`config.mk`:
```
export PLATFORM = sky130hd
export DESIGN_NAME = pc_gen
export DESIGN_NICKNAME = d
export VERILOG_FILES = /design/src/rtl/pc_gen_pkg.sv /design/src/rtl/pc_gen_br_cmp.sv /design/src/rtl/pc_gen.sv
export SDC_FILE = /design/constraint.sdc
export NUM_CORES = 1
export LEC_CHECK = 0
export ABC_AREA = 1
export BUFFER_PORTS_ARGS = -buffer_cell sky130_fd_sc_hd__buf_4
export CELL_PAD_IN_SITES_DETAIL_PLACEMENT = 1
export CELL_PAD_IN_SITES_GLOBAL_PLACEMENT = 1
export CORE_MARGIN = 4
export CORE_UTILIZATION = 35
export CTS_CLUSTER_SIZE = 10
export DETAILED_ROUTE_END_ITERATION = 16
export PLACE_DENSITY_LB_ADDON = 0.1
export SLEW_MARGIN = 30
export SYNTH_ARGS = -nofsm -noshare
export SYNTH_HDL_FRONTEND = slang
export SYNTH_SLANG_ARGS = --single-unit
```
`constraint.sdc`:
```
create_clock -name clk -period 4.1 [get_ports clk]
set_clock_uncertainty 0.15 [all_clocks]
set_input_delay 0.205 -clock clk [delete_from_list [all_inputs] [get_ports clk]]
set_output_delay 0.205 -clock clk [all_outputs]
set_load 0.02 [all_outputs]
```
`src/rtl/pc_gen_pkg.sv`:
```
// rtl/pc_gen_pkg.sv - shared definitions for the fetch-PC unit
//
// Purpose: transfer-kind codes carried on br_type, the redirect FSM state
//          encoding, and the default reset/exception vectors.
// Ports:   none (package).
// Config:  BRANCH_LIKELY_EN enables decoding of BEQL/BNEL (codes are
//          always defined here so encoders stay stable across builds).
package pc_gen_pkg;

  localparam logic [3:0] BR_NONE = 4'd0;
  localparam logic [3:0] BR_BEQ  = 4'd1;
  localparam logic [3:0] BR_BNE  = 4'd2;
  localparam logic [3:0] BR_BLEZ = 4'd3;
  localparam logic [3:0] BR_BGTZ = 4'd4;
  localparam logic [3:0] BR_BLTZ = 4'd5;
  localparam logic [3:0] BR_BGEZ = 4'd6;
  localparam logic [3:0] BR_J    = 4'd7;
  localparam logic [3:0] BR_JAL  = 4'd8;
  localparam logic [3:0] BR_JR   = 4'd9;
  localparam logic [3:0] BR_JALR = 4'd10;
  localparam logic [3:0] BR_BEQL = 4'd11;
  localparam logic [3:0] BR_BNEL = 4'd12;

  // RUN: no redirect buffered. PEND: a redirect arrived under stall.
  typedef enum logic {
    ST_RUN  = 1'b0,
    ST_PEND = 1'b1
  } pc_state_t;

  localparam logic [31:0] DEF_RESET_PC = 32'h0000_3000;
  localparam logic [31:0] DEF_EXC_PC   = 32'h0000_4180;

endpackage

```
`src/rtl/pc_gen_br_cmp.sv`:
```
// rtl/pc_gen_br_cmp.sv - combinational branch condition and target resolver
//
// Purpose: evaluates the D-stage control transfer and produces the redirect
//          target and link address.
// Ports:   br_valid/br_type   - transfer present and its kind
//          rs_val/rt_val      - forwarded comparison operands
//          imm16/index26      - branch offset / jump index
//          pc_d               - PC of the D-stage instruction
//          taken              - transfer redirects fetch
//          redir_tgt          - where fetch goes when taken
//          link_addr          - pc_d + 8
//          flush_ds           - annul delay slot (not-taken branch-likely)
// Config:  BRANCH_LIKELY_EN enables BEQL/BNEL; otherwise they act as NONE
//          and flush_ds is constant 0.
module pc_gen_br_cmp
  import pc_gen_pkg::*;
#(
  parameter int PC_W = 32
) (
  input  logic            br_valid,
  input  logic [3:0]      br_type,
  input  logic [31:0]     rs_val,
  input  logic [31:0]     rt_val,
  input  logic [15:0]     imm16,
  input  logic [25:0]     index26,
  input  logic [PC_W-1:0] pc_d,
  output logic            taken,
  output logic [PC_W-1:0] redir_tgt,
  output logic [PC_W-1:0] link_addr,
  output logic            flush_ds
);

  logic [PC_W-1:0] pc_d4;
  logic [PC_W-1:0] btgt;
  logic [PC_W-1:0] jtgt;
  logic [PC_W-1:0] rtgt;
  logic            eq;
  logic            rs_neg;
  logic            rs_zero;
  logic            cond;
  logic            likely;

  assign pc_d4     = pc_d + PC_W'(4);
  assign link_addr = pc_d + PC_W'(8);
  assign btgt      = pc_d4 + {{(PC_W-18){imm16[15]}}, imm16, 2'b00};
  // Jump stays within the 256 MB region of the delay slot, not of pc_d.
  assign jtgt      = {pc_d4[PC_W-1:28], index26, 2'b00};
  assign rtgt      = rs_val[PC_W-1:0];

  assign eq      = (rs_val == rt_val);
  assign rs_neg  = rs_val[31];
  assign rs_zero = (rs_val == 32'd0);

  always_comb begin
    cond      = 1'b0;
    likely    = 1'b0;
    redir_tgt = btgt;
    case (br_type)
      BR_BEQ:  cond = eq;
      BR_BNE:  cond = ~eq;
      BR_BLEZ: cond = rs_neg | rs_zero;
      BR_BGTZ: cond = ~rs_neg & ~rs_zero;
      BR_BLTZ: cond = rs_neg;
      BR_BGEZ: cond = ~rs_neg;
      BR_J, BR_JAL: begin
        cond      = 1'b1;
        redir_tgt = jtgt;
      end
      BR_JR, BR_JALR: begin
        cond      = 1'b1;
        redir_tgt = rtgt;
      end
`ifdef BRANCH_LIKELY_EN
      BR_BEQL: begin
        cond   = eq;
        likely = 1'b1;
      end
      BR_BNEL: begin
        cond   = ~eq;
        likely = 1'b1;
      end
`endif
      default: cond = 1'b0;
    endcase
    taken    = br_valid & cond;
    flush_ds = br_valid & likely & ~cond;
  end

endmodule

```
`src/rtl/pc_gen.sv`:
```
// rtl/pc_gen.sv - fetch-PC register with delayed-branch redirect and stall buffering
//
// Purpose: owns the architectural fetch PC; applies exception entry, eret,
//          D-stage redirects and sequential advance; buffers a redirect that
//          arrives while fetch is stalled.
// Ports:   clk, reset (sync, active low)
//          stall              - F holds; D may still resolve a transfer
//          br_valid..pc_d     - D-stage transfer and its operands
//          exc_req/eret_req   - exception entry / return (exc_req wins)
//          epc                - eret return address
//          pc_f               - registered fetch PC
//          taken, link_addr   - D-stage redirect and link value
//          pend               - a redirect is buffered
//          addr_err           - pc_f not word aligned
//          flush_ds           - annul delay slot
// Config:  BRANCH_LIKELY_EN enables BEQL/BNEL and flush_ds.
module pc_gen
  import pc_gen_pkg::*;
#(
  parameter int              PC_W     = 32,
  parameter logic [PC_W-1:0] RESET_PC = PC_W'(DEF_RESET_PC),
  parameter logic [PC_W-1:0] EXC_PC   = PC_W'(DEF_EXC_PC)
) (
  input  logic            clk,
  input  logic            reset,
  input  logic            stall,
  input  logic            br_valid,
  input  logic [3:0]      br_type,
  input  logic [31:0]     rs_val,
  input  logic [31:0]     rt_val,
  input  logic [15:0]     imm16,
  input  logic [25:0]     index26,
  input  logic [PC_W-1:0] pc_d,
  input  logic            exc_req,
  input  logic            eret_req,
  input  logic [PC_W-1:0] epc,
  output logic [PC_W-1:0] pc_f,
  output logic            taken,
  output logic [PC_W-1:0] link_addr,
  output logic            pend,
  output logic            addr_err,
  output logic            flush_ds
);

  pc_state_t       state, state_n;
  logic [PC_W-1:0] pend_target, pend_target_n;
  logic [PC_W-1:0] pc_n;
  logic [PC_W-1:0] redir_tgt;

  pc_gen_br_cmp #(.PC_W(PC_W)) u_br_cmp (
    .br_valid  (br_valid),
    .br_type   (br_type),
    .rs_val    (rs_val),
    .rt_val    (rt_val),
    .imm16     (imm16),
    .index26   (index26),
    .pc_d      (pc_d),
    .taken     (taken),
    .redir_tgt (redir_tgt),
    .link_addr (link_addr),
    .flush_ds  (flush_ds)
  );

  always_ff @(posedge clk) begin
    if (!reset) begin
      state       <= ST_RUN;
      pc_f        <= RESET_PC;
      pend_target <= '0;
    end else begin
      state       <= state_n;
      pc_f        <= pc_n;
      pend_target <= pend_target_n;
    end
  end

  always_comb begin
    state_n       = state;
    pc_n          = pc_f;
    pend_target_n = pend_target;
    if (exc_req) begin
      pc_n    = EXC_PC;
      state_n = ST_RUN;
    end else if (eret_req) begin
      pc_n    = epc;
      state_n = ST_RUN;
    end else begin
      case (state)
        ST_RUN: begin
          if (taken) begin
            if (stall) begin
              pend_target_n = redir_tgt;
              state_n       = ST_PEND;
            end else begin
              pc_n = redir_tgt;
            end
          end else if (!stall) begin
            pc_n = pc_f + PC_W'(4);
          end
        end
        ST_PEND: begin
          if (!stall) begin
            // A redirect resolved in the release cycle is newer than the
            // buffered one, so it takes precedence.
            pc_n    = taken ? redir_tgt : pend_target;
            state_n = ST_RUN;
          end else if (taken) begin
            pend_target_n = redir_tgt;
          end
        end
        default: state_n = ST_RUN;
      endcase
    end
  end

  assign pend     = (state == ST_PEND);
  assign addr_err = |pc_f[1:0];

endmodule

```
==> results.sh <==
export IMPL_power_switching_share=0.410
export IMPL_hp_class="in2reg"
export IMPL_critical_path_required_ns=4.22
export IMPL_synth_async_sr_flop_share=0
export IMPL_clock_tree_root_cell="sky130_fd_sc_hd__clkbuf_16"
export IMPL_grt_pass1_wl_um=62700
export IMPL_ctsLongestPathBuffers=2
export IMPL_synth_area_um2=8630
export IMPL_clockPowerShare=0.284
export IMPL_worstPathMaxFanout=4
export IMPL_fin_nets=2038
export IMPL_rows=57
export IMPL_synthDominantAreaCellType="sky130_fd_sc_hd__nand2_1"
export IMPL_drt_iter0_markers=721
export IMPL_synth_top_cells_by_count="569 x sky130_fd_sc_hd__nand2_1, 180 x sky130_fd_sc_hd__inv_1, 166 x sky130_fd_sc_hd__nor2_1"
export IMPL_top_layer="met4"
export IMPL_grt_setup_unrepaired="false"
export IMPL_setup_viol_count_final=0
export IMPL_power_leakage_nw=5.67
export IMPL_place_hpwl_um=33700
export IMPL_fp_dieArea_um2=27200
export IMPL_synth_seq_cells=65
export IMPL_cts_max_level=3
export IMPL_totalWireLength_um=40600
export IMPL_synth_fa_ha_area_frac=0.0531
export IMPL_synthToLayoutAreaGrowth_pct=28.8
export IMPL_p_sw_mw=1.07
export IMPL_cp_end_kind="register"
export IMPL_worst_setup_hold_path_clk_slew_ns=0.06
export IMPL_main_combinational_cell_family_by_area_after_synthesis="simple AND/OR/NAND/NOR gates"
export IMPL_grtUsageTotal=0.294
export IMPL_cts_tree="built"
export IMPL_drt_vias_per_instance=5.23
export IMPL_drc=0
export IMPL_totalNegativeSetupSlack_ns=0
export IMPL_synth_area_per_cell_um2=5.44
export IMPL_timing_hold_violations_final=0
export IMPL_synth_flop_cell="sky130_fd_sc_hd__dfxtp_1"
export IMPL_achievable_frequency_ghz=0.269
export IMPL_fp_dieW_um=165
export IMPL_postSynthNetCount=1803
export IMPL_max_cap_violations=0
export IMPL_number_of_diodes_added_for_antenna_fixing=0
export IMPL_ys_types=47
export IMPL_worst_hold_margin_ns=0.0160
export IMPL_total_power_mw=2.60
export IMPL_yosys_area_share_simple=0.432
export IMPL_cell_types_with_the_largest_area_share_after_synthesis="sky130_fd_sc_hd__nand2_1 25%, sky130_fd_sc_hd__dfxtp_1 15%, sky130_fd_sc_hd__inv_1 7.8%"
export IMPL_initial_core_util=0.355
export IMPL_pwr_share_comb=0.450
export IMPL_synth_top_cell_area_share=0.247
export IMPL_arrival_ns=3.83
export IMPL_intPower_mw=1.53
export IMPL_synth_warning_count=0
export IMPL_gp_congestion=0.936
export IMPL_complex_gate_fraction_of_the_synthesized_area=0.158
export IMPL_synth_area_mux_share=0.00116
export IMPL_met1Wirelength_um=18500
export IMPL_fin_crit_ns=3.72
export IMPL_number_of_antenna_violations_at_the_first_check_in_global_routing=0
export IMPL_critical_path_class="in2reg"
export IMPL_drt_pre_antenna_iters=6
export IMPL_status="finished, final reports clean"
export IMPL_clkLatencyLatePin_ns=0.34
export IMPL_met3_length_um=2670
export IMPL_grt_pass1_vias=11400
export IMPL_pin_count=248
export IMPL_synth_seq_area_share=0.151
export IMPL_timing_final_crit_share=0.906
export IMPL_routed_via_count=11200
export IMPL_route_detailed_wl_per_inst_um=18.9
export IMPL_largest_net_degree_at_the_start_of_global_routing=38
export IMPL_drt_antenna_violating_nets=0
export IMPL_seqPwrFrac=0.265
export IMPL_fraction_of_final_layout_cells_with_drive_strength_greater_than_1=0.178
export IMPL_io_buffers=246
export IMPL_slew_headroom=0.475
export IMPL_synth_xor_area_share=0.0913
export IMPL_slew_viol_final=0
export IMPL_met2_wirelength_um=18600
export IMPL_dieHeight_um=165
export IMPL_power_density_cell_area_nw_per_um2=234
export IMPL_synthCells=1587
export IMPL_worst_slew_pin_slew_ns=0.780
export IMPL_numCtsBuffers=9
export IMPL_gr_total_overflow=0
export IMPL_yosys_cell_count_top_type="sky130_fd_sc_hd__nand2_1"
export IMPL_number_of_synthesized_flops_with_an_enable_pin=0
export IMPL_post_cts_repair_setup_buffers=0
export IMPL_critical_path_startpoint_type="primary input"
export IMPL_numClockSinks=65
export IMPL_vdd_ir_drop_max_mv=0.148
export IMPL_fp_coreArea_um2=24300
-- critical path: stages --
cell and delay (ns):
sky130_fd_sc_hd__buf_4 0.10, sky130_fd_sc_hd__ha_1 0.16, sky130_fd_sc_hd__inv_1 0.08, sky130_fd_sc_hd__nor3_2 0.26, sky130_fd_sc_hd__nand2_1 0.18, sky130_fd_sc_hd__nor2_2 0.15
sky130_fd_sc_hd__inv_2 0.06, sky130_fd_sc_hd__nor3_2 0.17, sky130_fd_sc_hd__xor2_1 0.12, sky130_fd_sc_hd__mux2i_1 0.14, sky130_fd_sc_hd__inv_1 0.09, sky130_fd_sc_hd__ha_1 0.20
sky130_fd_sc_hd__a21oi_1 0.31, sky130_fd_sc_hd__o21ai_0 0.26, sky130_fd_sc_hd__a21oi_1 0.32, sky130_fd_sc_hd__nor2_1 0.07, sky130_fd_sc_hd__nor2_1 0.13, sky130_fd_sc_hd__nand2_1 0.07
sky130_fd_sc_hd__nand2_1 0.05, sky130_fd_sc_hd__nand3_1 0.06, sky130_fd_sc_hd__nand2_1 0.13, sky130_fd_sc_hd__nand2_1 0.11, sky130_fd_sc_hd__o21ai_1 0.15, sky130_fd_sc_hd__nand3_1 0.11
sky130_fd_sc_hd__a21oi_1 0.15
-- sequential cells by signal, indices dropped and copies added (netlist names), named ones only --
| name | cells |
|---|---|
| pc_f | 30 |
| pend | 1 |
| pend_target | 32 |
-- cells by family (layout without fill, tap and decap cells) --
kind of cell               Yosys count  in the layout
and+or+nand+nor                    906            906
AOI/OAI and AO/OA                  249            249
buffers and inverters              239            479
xor gates and xnor gates            90             90
DFF                                 65             65
adders and majority gates           36             36
other                                1              1
muxes                                1              1
-- per-stage QoR --
step / std cells / util / area (um^2) / setup slack, ns
after CTS: 2151 / 0.457 / 11100 / 0.453
after detailed placement: 2134 / 0.445 / 10800 / 0.128
after floorplan: 1587 / - / 8630 / 0.554
after global placement: 2134 / 0.445 / 10800 / 0.191
final: 2151 / 0.457 / 11100 / 0.385
after global routing: 2151 / 0.457 / 11100 / 0.0217
-- final timing paths --
path	start	end	slack, ns	cells past startpoint
setup / recovery	pc_d[3]	pc_f[29]	0.38	25
hold / removal	epc[0]	register	0.02	3
hold reg to reg	pend_target[3]	pend_target[3]	0.32	1
setup reg to reg	pc_f[2]	pc_f[26]	1.07	15
-- per-layer routing --
metal | global-route usage | vias to the layer above
met3 | 0.0581 | 44
li1 | - | 5524
met4 | 0.0662 | 0
met1 | 0.402 | 5373
met5 | 0 | -
met2 | 0.479 | 300
-- cell type report --
class                           instances  area, um^2
Sequential cell                        65        1300
Tap cell                              324         405
Inverter                              189         709
Timing Repair Buffer                  274        2060
Fill cell                            3498       13200
Clock buffer                           13         260
Clock inverter                          3        15.0
Multi-Input combinational cell       1283        6370
-- power groups by stage --
| stage | clock (mW) | combinational (mW) | sequential [mW] |
|---|---|---|---|
| after floorplan | 0 | 0.626 | 0.710 |
| after global placement | 0 | 1.14 | 0.700 |
| after detailed placement | 0 | 1.15 | 0.701 |
| after CTS | 0.745 | 1.16 | 0.687 |
| after global routing | 0.775 | 1.29 | 0.691 |
| final | 0.738 | 1.17 | 0.689 |
-- cell usage in the layout, fill, tap and decap left out, types with 3 or more instances in the layout --
| cell | Yosys | final |
|---|---|---|
| sky130_fd_sc_hd__o21ai_0 | 82 | 82 |
| sky130_fd_sc_hd__and2_1 | 4 | 4 |
| sky130_fd_sc_hd__a31oi_1 | 5 | 5 |
| sky130_fd_sc_hd__a22o_1 | 6 | 6 |
| sky130_fd_sc_hd__nor2_1 | 166 | 165 |
| sky130_fd_sc_hd__clkbuf_16 | 0 | 9 |
| sky130_fd_sc_hd__o21a_1 | 3 | 3 |
| sky130_fd_sc_hd__o21bai_1 | 7 | 7 |
| sky130_fd_sc_hd__ha_1 | 35 | 35 |
| sky130_fd_sc_hd__xnor2_1 | 37 | 37 |
| sky130_fd_sc_hd__buf_4 | 8 | 273 |
| sky130_fd_sc_hd__nor3_1 | 20 | 20 |
| sky130_fd_sc_hd__o21ai_1 | 6 | 6 |
| sky130_fd_sc_hd__xor2_1 | 53 | 53 |
| sky130_fd_sc_hd__nand2_2 | 5 | 5 |
| sky130_fd_sc_hd__nor3_2 | 3 | 3 |
| sky130_fd_sc_hd__inv_2 | 6 | 7 |
| sky130_fd_sc_hd__nor4_1 | 5 | 5 |
| sky130_fd_sc_hd__nand4_1 | 17 | 17 |
| sky130_fd_sc_hd__or2_2 | 11 | 11 |
| sky130_fd_sc_hd__inv_1 | 180 | 179 |
| sky130_fd_sc_hd__nor2_2 | 6 | 6 |
| sky130_fd_sc_hd__nand3_1 | 89 | 89 |
| sky130_fd_sc_hd__nand2_1 | 569 | 569 |
| sky130_fd_sc_hd__clkinv_1 | 3 | 3 |
| sky130_fd_sc_hd__clkinv_2 | 0 | 3 |
| sky130_fd_sc_hd__o211ai_1 | 12 | 12 |
| sky130_fd_sc_hd__dfxtp_1 | 65 | 65 |
| sky130_fd_sc_hd__a21oi_1 | 117 | 117 |
| sky130_fd_sc_hd__nand3b_1 | 6 | 6 |
| sky130_fd_sc_hd__o31ai_1 | 3 | 3 |
-- repair_timing --
item	CTS	global route
setup endpoints to repair	0	0
hold endpoints to repair	1	0
hold buffers	1	0
resized for setup	0	0
(Power assumes the default switching activity.)
